==> config.mk <==
export PLATFORM = sky130hd
export DESIGN_NAME = spi_regbank_slave
export DESIGN_NICKNAME = d
export VERILOG_FILES = /design/src/rtl/spi_regbank_slave.sv
export SDC_FILE = /design/constraint.sdc
export NUM_CORES = 1
export LEC_CHECK = 0
export BUFFER_PORTS_ARGS = -buffer_cell sky130_fd_sc_hd__buf_2
export CAP_MARGIN = 15
export CELL_PAD_IN_SITES_DETAIL_PLACEMENT = 1
export CELL_PAD_IN_SITES_GLOBAL_PLACEMENT = 2
export CORE_ASPECT_RATIO = 2
export CORE_MARGIN = 2
export CORE_UTILIZATION = 40
export CTS_BUF_LIST = sky130_fd_sc_hd__clkbuf_16
export DETAILED_ROUTE_END_ITERATION = 12
export PLACE_DENSITY_LB_ADDON = 0.08
export SLEW_MARGIN = 20
export SYNTH_ARGS = -nofsm -noshare
export SYNTH_HDL_FRONTEND = slang
export SYNTH_SLANG_ARGS = --single-unit
==> constraint.sdc <==
create_clock -name clk -period 2.4 [get_ports clk]
set_input_delay 0.6 -clock clk [delete_from_list [all_inputs] [get_ports clk]]
set_output_delay 0.6 -clock clk [all_outputs]
set_load 0.05 [all_outputs]
==> src/rtl/spi_regbank_slave.sv <==
// SPI mode-0 slave with a parametrised control register bank and a free-running cycle counter.
// Frame = 8-bit command {W, ADDR[6:0]} followed by a DATA_W-bit data word, both MSB first.
// All SPI pins are asynchronous to clk and are resynchronised before use.
`timescale 1ns / 1ps

module spi_regbank_slave #(
   parameter int unsigned       DATA_W   = 32,
   parameter int unsigned       NREG     = 4,
   parameter logic [DATA_W-1:0] REG_INIT = '0
) (
   input  logic                   clk,
   input  logic                   rst_n,
   input  logic                   sck,
   input  logic                   ssel,
   input  logic                   mosi,
   output logic                   miso,
   output logic [NREG*DATA_W-1:0] regs_out,
   output logic                   wr_strobe,
   output logic [6:0]             wr_addr,
   output logic [DATA_W-1:0]      count,
   output logic                   frame_err
);

   localparam int unsigned FrameLen = 8 + DATA_W;
   localparam int unsigned BitMax   = FrameLen + 1;
   localparam int unsigned CntW     = $clog2(BitMax + 1);

   localparam logic [CntW-1:0] BitCmdM1  = CntW'(7);
   localparam logic [CntW-1:0] BitCmd    = CntW'(8);
   localparam logic [CntW-1:0] BitLastM1 = CntW'(FrameLen - 1);
   localparam logic [CntW-1:0] BitLast   = CntW'(FrameLen);
   localparam logic [CntW-1:0] BitSat    = CntW'(BitMax);

   localparam logic [6:0] AddrCount  = 7'h7F;
   localparam logic [6:0] AddrErrClr = 7'h7E;

   typedef enum logic [1:0] {
      StDisarmed,
      StIdle,
      StFrame
   } state_e;

   // Synchroniser and edge-detect stages
   logic [1:0] sck_sync_q, ssel_sync_q, mosi_sync_q;
   logic       sck_prev_q, ssel_prev_q;
   logic       sck_rise, sck_fall, ssel_rise, ssel_fall, ssel_high, mosi_s;

   // Frame state
   state_e              state_q, state_d;
   logic [CntW-1:0]     bitcnt_q, bitcnt_d;
   logic [DATA_W-1:0]   shin_q, shin_d;
   logic [DATA_W-1:0]   shout_q, shout_d;
   logic [DATA_W-1:0]   wdata_q, wdata_d;
   logic [DATA_W-1:0]   rdata;
   logic [7:0]          cmd_q, cmd_d, cmd_in;
   logic                commit_q, commit_d;
   logic                err_set;

   // Register bank and counter
   logic [NREG-1:0][DATA_W-1:0] regs_q, regs_d;
   logic [DATA_W-1:0]           count_q, count_d;
   logic                        frame_err_q, frame_err_d;
   logic                        wr_strobe_q, wr_strobe_d;
   logic [6:0]                  wr_addr_q, wr_addr_d;

   // Two-flop synchronisers plus one edge-detect flop; ssel resets low so a select that is
   // already low at reset release never looks like a frame start.
   always_ff @(posedge clk or negedge rst_n) begin
      if (!rst_n) begin
         sck_sync_q  <= '0;
         ssel_sync_q <= '0;
         mosi_sync_q <= '0;
         sck_prev_q  <= 1'b0;
         ssel_prev_q <= 1'b0;
      end else begin
         sck_sync_q  <= {sck_sync_q[0], sck};
         ssel_sync_q <= {ssel_sync_q[0], ssel};
         mosi_sync_q <= {mosi_sync_q[0], mosi};
         sck_prev_q  <= sck_sync_q[1];
         ssel_prev_q <= ssel_sync_q[1];
      end
   end

   assign sck_rise  = sck_sync_q[1] & ~sck_prev_q;
   assign sck_fall  = ~sck_sync_q[1] & sck_prev_q;
   assign ssel_rise = ssel_sync_q[1] & ~ssel_prev_q;
   assign ssel_fall = ~ssel_sync_q[1] & ssel_prev_q;
   assign ssel_high = ssel_sync_q[1];
   assign mosi_s    = mosi_sync_q[1];

   // Command byte as it stands once the current rising-edge bit is shifted in
   assign cmd_in = {shin_q[6:0], mosi_s};

   // Read-data mux, addressed by the command completing on this edge
   always_comb begin
      rdata = '0;
      if (cmd_in[6:0] == AddrCount) begin
         rdata = count_q;
      end else if (cmd_in[6:0] == AddrErrClr) begin
         rdata[0] = frame_err_q;
      end else begin
         for (int unsigned k = 0; k < NREG; k++) begin
            if (cmd_in[6:0] == 7'(k)) rdata = regs_q[k];
         end
      end
   end

   // Frame FSM state and datapath registers
   always_ff @(posedge clk or negedge rst_n) begin
      if (!rst_n) begin
         state_q  <= StDisarmed;
         bitcnt_q <= '0;
         shin_q   <= '0;
         shout_q  <= '0;
         wdata_q  <= '0;
         cmd_q    <= '0;
         commit_q <= 1'b0;
      end else begin
         state_q  <= state_d;
         bitcnt_q <= bitcnt_d;
         shin_q   <= shin_d;
         shout_q  <= shout_d;
         wdata_q  <= wdata_d;
         cmd_q    <= cmd_d;
         commit_q <= commit_d;
      end
   end

   // Frame FSM next state: bit counting, shifting, command latch and commit request
   always_comb begin
      state_d  = state_q;
      bitcnt_d = bitcnt_q;
      shin_d   = shin_q;
      shout_d  = shout_q;
      wdata_d  = wdata_q;
      cmd_d    = cmd_q;
      commit_d = 1'b0;
      err_set  = 1'b0;
      unique case (state_q)
         StDisarmed: begin
            if (ssel_high) state_d = StIdle;
         end
         StIdle: begin
            if (ssel_fall) begin
               state_d  = StFrame;
               bitcnt_d = '0;
               shout_d  = '0;
               shout_d[DATA_W-1 -: 8] = {7'b1010000, frame_err_q};
            end
         end
         StFrame: begin
            if (ssel_rise) begin
               state_d = StIdle;
               // Over-long frames are flagged too, although a write in them has committed
               if (bitcnt_q != '0 && bitcnt_q != BitLast) err_set = 1'b1;
            end else if (sck_rise) begin
               shin_d = {shin_q[DATA_W-2:0], mosi_s};
               if (bitcnt_q != BitSat) bitcnt_d = bitcnt_q + 1'b1;
               if (bitcnt_q == BitCmdM1) begin
                  cmd_d   = cmd_in;
                  shout_d = rdata;
               end
               // Only the transition into exactly FrameLen commits, so later edges cannot rewrite
               if (bitcnt_q == BitLastM1 && cmd_q[7]) begin
                  commit_d = 1'b1;
                  wdata_d  = shin_d;
               end
            end else if (sck_fall) begin
               // The falling edge at bitcnt=8 holds the freshly loaded read-data MSB
               if ((bitcnt_q != '0 && bitcnt_q < BitCmd) || bitcnt_q > BitCmd) begin
                  shout_d = {shout_q[DATA_W-2:0], 1'b0};
               end
            end
         end
         default: state_d = StDisarmed;
      endcase
   end

   // Register bank, counter and sticky error state
   always_ff @(posedge clk or negedge rst_n) begin
      if (!rst_n) begin
         regs_q      <= {NREG{REG_INIT}};
         count_q     <= '0;
         frame_err_q <= 1'b0;
         wr_strobe_q <= 1'b0;
         wr_addr_q   <= '0;
      end else begin
         regs_q      <= regs_d;
         count_q     <= count_d;
         frame_err_q <= frame_err_d;
         wr_strobe_q <= wr_strobe_d;
         wr_addr_q   <= wr_addr_d;
      end
   end

   // Write decode: committed write lands one clk after the last data bit
   always_comb begin
      regs_d      = regs_q;
      count_d     = count_q + 1'b1;
      frame_err_d = frame_err_q;
      wr_strobe_d = 1'b0;
      wr_addr_d   = wr_addr_q;
      if (commit_q) begin
         if (cmd_q[6:0] == AddrCount) begin
            count_d     = wdata_q;
            wr_strobe_d = 1'b1;
            wr_addr_d   = cmd_q[6:0];
         end else if (cmd_q[6:0] == AddrErrClr) begin
            frame_err_d = 1'b0;
         end else begin
            for (int unsigned k = 0; k < NREG; k++) begin
               if (cmd_q[6:0] == 7'(k)) begin
                  regs_d[k]   = wdata_q;
                  wr_strobe_d = 1'b1;
                  wr_addr_d   = cmd_q[6:0];
               end
            end
         end
      end
      if (err_set) frame_err_d = 1'b1;
   end

   assign miso      = shout_q[DATA_W-1];
   assign regs_out  = regs_q;
   assign wr_strobe = wr_strobe_q;
   assign wr_addr   = wr_addr_q;
   assign count     = count_q;
   assign frame_err = frame_err_q;

endmodule

==> results.tsv <==
metric	value	unit
period_share	92.7	%
htree_levels	1	
final_common_cell	dfrtp_1	
wl_per_cell	23.7	um
end_kind	flop	
ys_ff_latch	289	
whs	0.164	ns
synth_cell_types	54	
worst_pin_slew	0.692	ns
antenna_cells	0	
drive_gt1_share	44.1	%
numCtsBuffers	27	
rsz0062_at_grt	no	
synth_edf_count	0	
status	finished clean	
start_util	40.6	%
track_usage	22.6	%
grt_pass1_vias	9440	
num_io_pins	175	
fillCellCount	3241	
final_antenna_net_count	0	
die_y	257	um
peakVddDrop	0.000567	V
multi_input_area	5200	sq um
grt_pass1_wl	57.3	mm
synth_warnings	0	
die_w	130	um
reg2regPathDepth	5	
hpwlAfterDp	26.4	mm
grt_overflow	0	
seq_area	7230	sq um
critical_path_class	flop to flop	
grt_antenna_before_repair	0	
rows	92	
min_path_type	primary input to flop	
total_power	9.82	mW
drtIter0Drc	276	
cp-start-kind	flop	
coreArea	31400	sq um
wirelength	36.7	mm
relSlewSlack	53.5	%
clock_skew	0.00905	ns
ys_seq_area_share	56.7	%
gp_congestion	0.756	
hold_depth	1	
arrival	2.65	ns
syn_inst	927	
leakagePower	7.54	nW
nets	1122	
avgSynthCellArea	13.8	sq um
max_freq	0.449	GHz
synthToLayoutAreaGrowth	19.5	%
synth_nets	937	
vias	8441	
cts_setup_buffers	0	
async_flop_share	100	%
maxCapViolations	0	
cts.clk_slew.worst_paths	0.06	ns
worstPathMaxFanout	13	
setup_viol	0	
crit_required	2.82	ns
power.density	644	nW/um^2
drc	0	
cts_buffer_depth	3	
final_cell_mix	dfrtp_1, mux2_2, buf_2, nand2_1, o21ai_0	
post_cts_resize_count	0	
syn_area	12800	sq um
clock_sinks	289	
slew_violations	0	
hold_viol	0	
die-area	33400	sq um
drt_pass1_iterations	4	
grt_start_max_net_pins	89	
portBuffers	174	
insertion_delay	0.54	ns
cts-root-buf	clkbuf_16	
tns	0	ns
avgViaCountPerCell	5.44	
period_minus_slack	2.23	ns
synthFlopType	dfrtp_1	
cts_tree	yes	
## final cells by class
class                      count  area share [%]
multi-input combinational    559            34.1
clock inverter                18            1.04
clock buffer                  27            4.43
timing repair buffer         215            8.96
inverter                      20           0.492
tap                          423            3.47
sequential                   289            47.5
## repair_timing
| item | 4_1_cts | 5_1_grt |
|---|---|---|
| hold buffers | 1 | 0 |
| endpoints found under the hold margin | 31 | 0 |
| endpoints found under the setup margin | 0 | 0 |
## state kept, by name (all words and copies together) (netlist names)
name	count
wdata_q	32
wr_strobe	1
frame_err	1
state_q	2
count	32
sck_prev_q	1
commit_q	1
bitcnt_q	6
wr_addr	7
shout_q	32
ssel_sync_q	2
sck_sync_q	2
ssel_prev_q	1
shin_q	31
regs_out	128
mosi_sync_q	2
cmd_q	8
## kinds of logic (layout without fill, tap and decap cells)
group                    count (synthesis)  after routing  synth area share (%)
flip-flops                             289            289                  56.7
multiplexers                           236            236                  23.5
AND/OR/NAND/NOR                        144            144                  6.35
AO/OA/AOI/OAI                          139            139                  7.74
buffers and inverters                   79            280                  2.79
XOR/XNOR                                35             35                  2.40
adder cells (fa/ha/maj)                  5              5                 0.490
## through the flow
step	setup slack, ns	cell area, sq um	std cells	util (%)
floorplan	0.188	12800	927	-
global placement	0.223	14400	1505	45.8
detailed placement	0.178	14400	1505	45.8
CTS	0.164	15200	1551	48.5
global route	0.0781	15200	1551	48.5
finish	0.174	15200	1551	48.5
## where the power goes
| part | internal [mW] | switching, mW |
|---|---|---|
| Clock | 2.35 | 1.85 |
| Sequential | 4.91 | 0.0721 |
| Combinational | 0.229 | 0.405 |
## worst paths after layout
| path | slack [ns] | endpoint | from |
|---|---|---|---|
| min | 0.16 | mosi_sync_q[0] | mosi |
| max | 0.17 | regs_out[25] | cmd_q[2] |
| max in group asynchronous | 1.09 | regs_out[84] | rst_n |
| min reg2reg | 0.35 | mosi_sync_q[1] | mosi_sync_q[0] |
| min in group asynchronous | 0.52 | regs_out[9] | rst_n |
| max reg2reg | 0.17 | regs_out[25] | cmd_q[2] |
## cell usage after synthesis, types with 2 or more instances
cell | instances | area [sq um]
nand3b_1 | 2 | 15.0
and4bb_1 | 2 | 25.0
o2bb2ai_1 | 28 | 245
mux2_1 | 18 | 203
and4_2 | 2 | 20.0
xor2_1 | 8 | 70.1
buf_2 | 20 | 100
or4_1 | 2 | 15.0
o21ai_2 | 5 | 43.8
and3_1 | 6 | 37.5
a32oi_1 | 2 | 17.5
o21ai_0 | 52 | 260
buf_6 | 4 | 45.0
nand3_1 | 18 | 90.1
ha_1 | 5 | 62.6
o21ai_1 | 5 | 25.0
mux4_2 | 31 | 698
dfrtp_1 | 289 | 7230
a21oi_1 | 3 | 15.0
mux2i_1 | 2 | 20.0
nand4_1 | 9 | 56.3
nor4_2 | 5 | 62.6
a221oi_1 | 29 | 254
a31oi_1 | 2 | 12.5
inv_1 | 20 | 75.1
nor2b_1 | 2 | 12.5
mux2_2 | 185 | 2080
a32o_1 | 2 | 20.0
buf_1 | 5 | 18.8
nand2_1 | 52 | 195
nor3_1 | 10 | 50.1
a21o_1 | 6 | 45.0
xnor2_1 | 27 | 236
or4_4 | 2 | 22.5
clkbuf_1 | 29 | 109
nor2_1 | 20 | 75.1
## layer usage
layer / global-route usage, % / up-vias / share of wire (%)
met5: 0 / - / 0
met4: 6.03 / 0 / 2.3
met3: 2.36 / 41 / 2.6
met2: 44.3 / 139 / 58
met1: 25.0 / 4477 / 37
li1: - / 3784 / -
## critical path: stages, from the launching register on
cell and delay, ns:
dfrtp_1 0.39, or4_4 0.58, nor2_4 0.18, and4bb_2 0.30, buf_4 0.26, mux2_2 0.37
No activity file was read; power rests on OpenSTA's default activity.
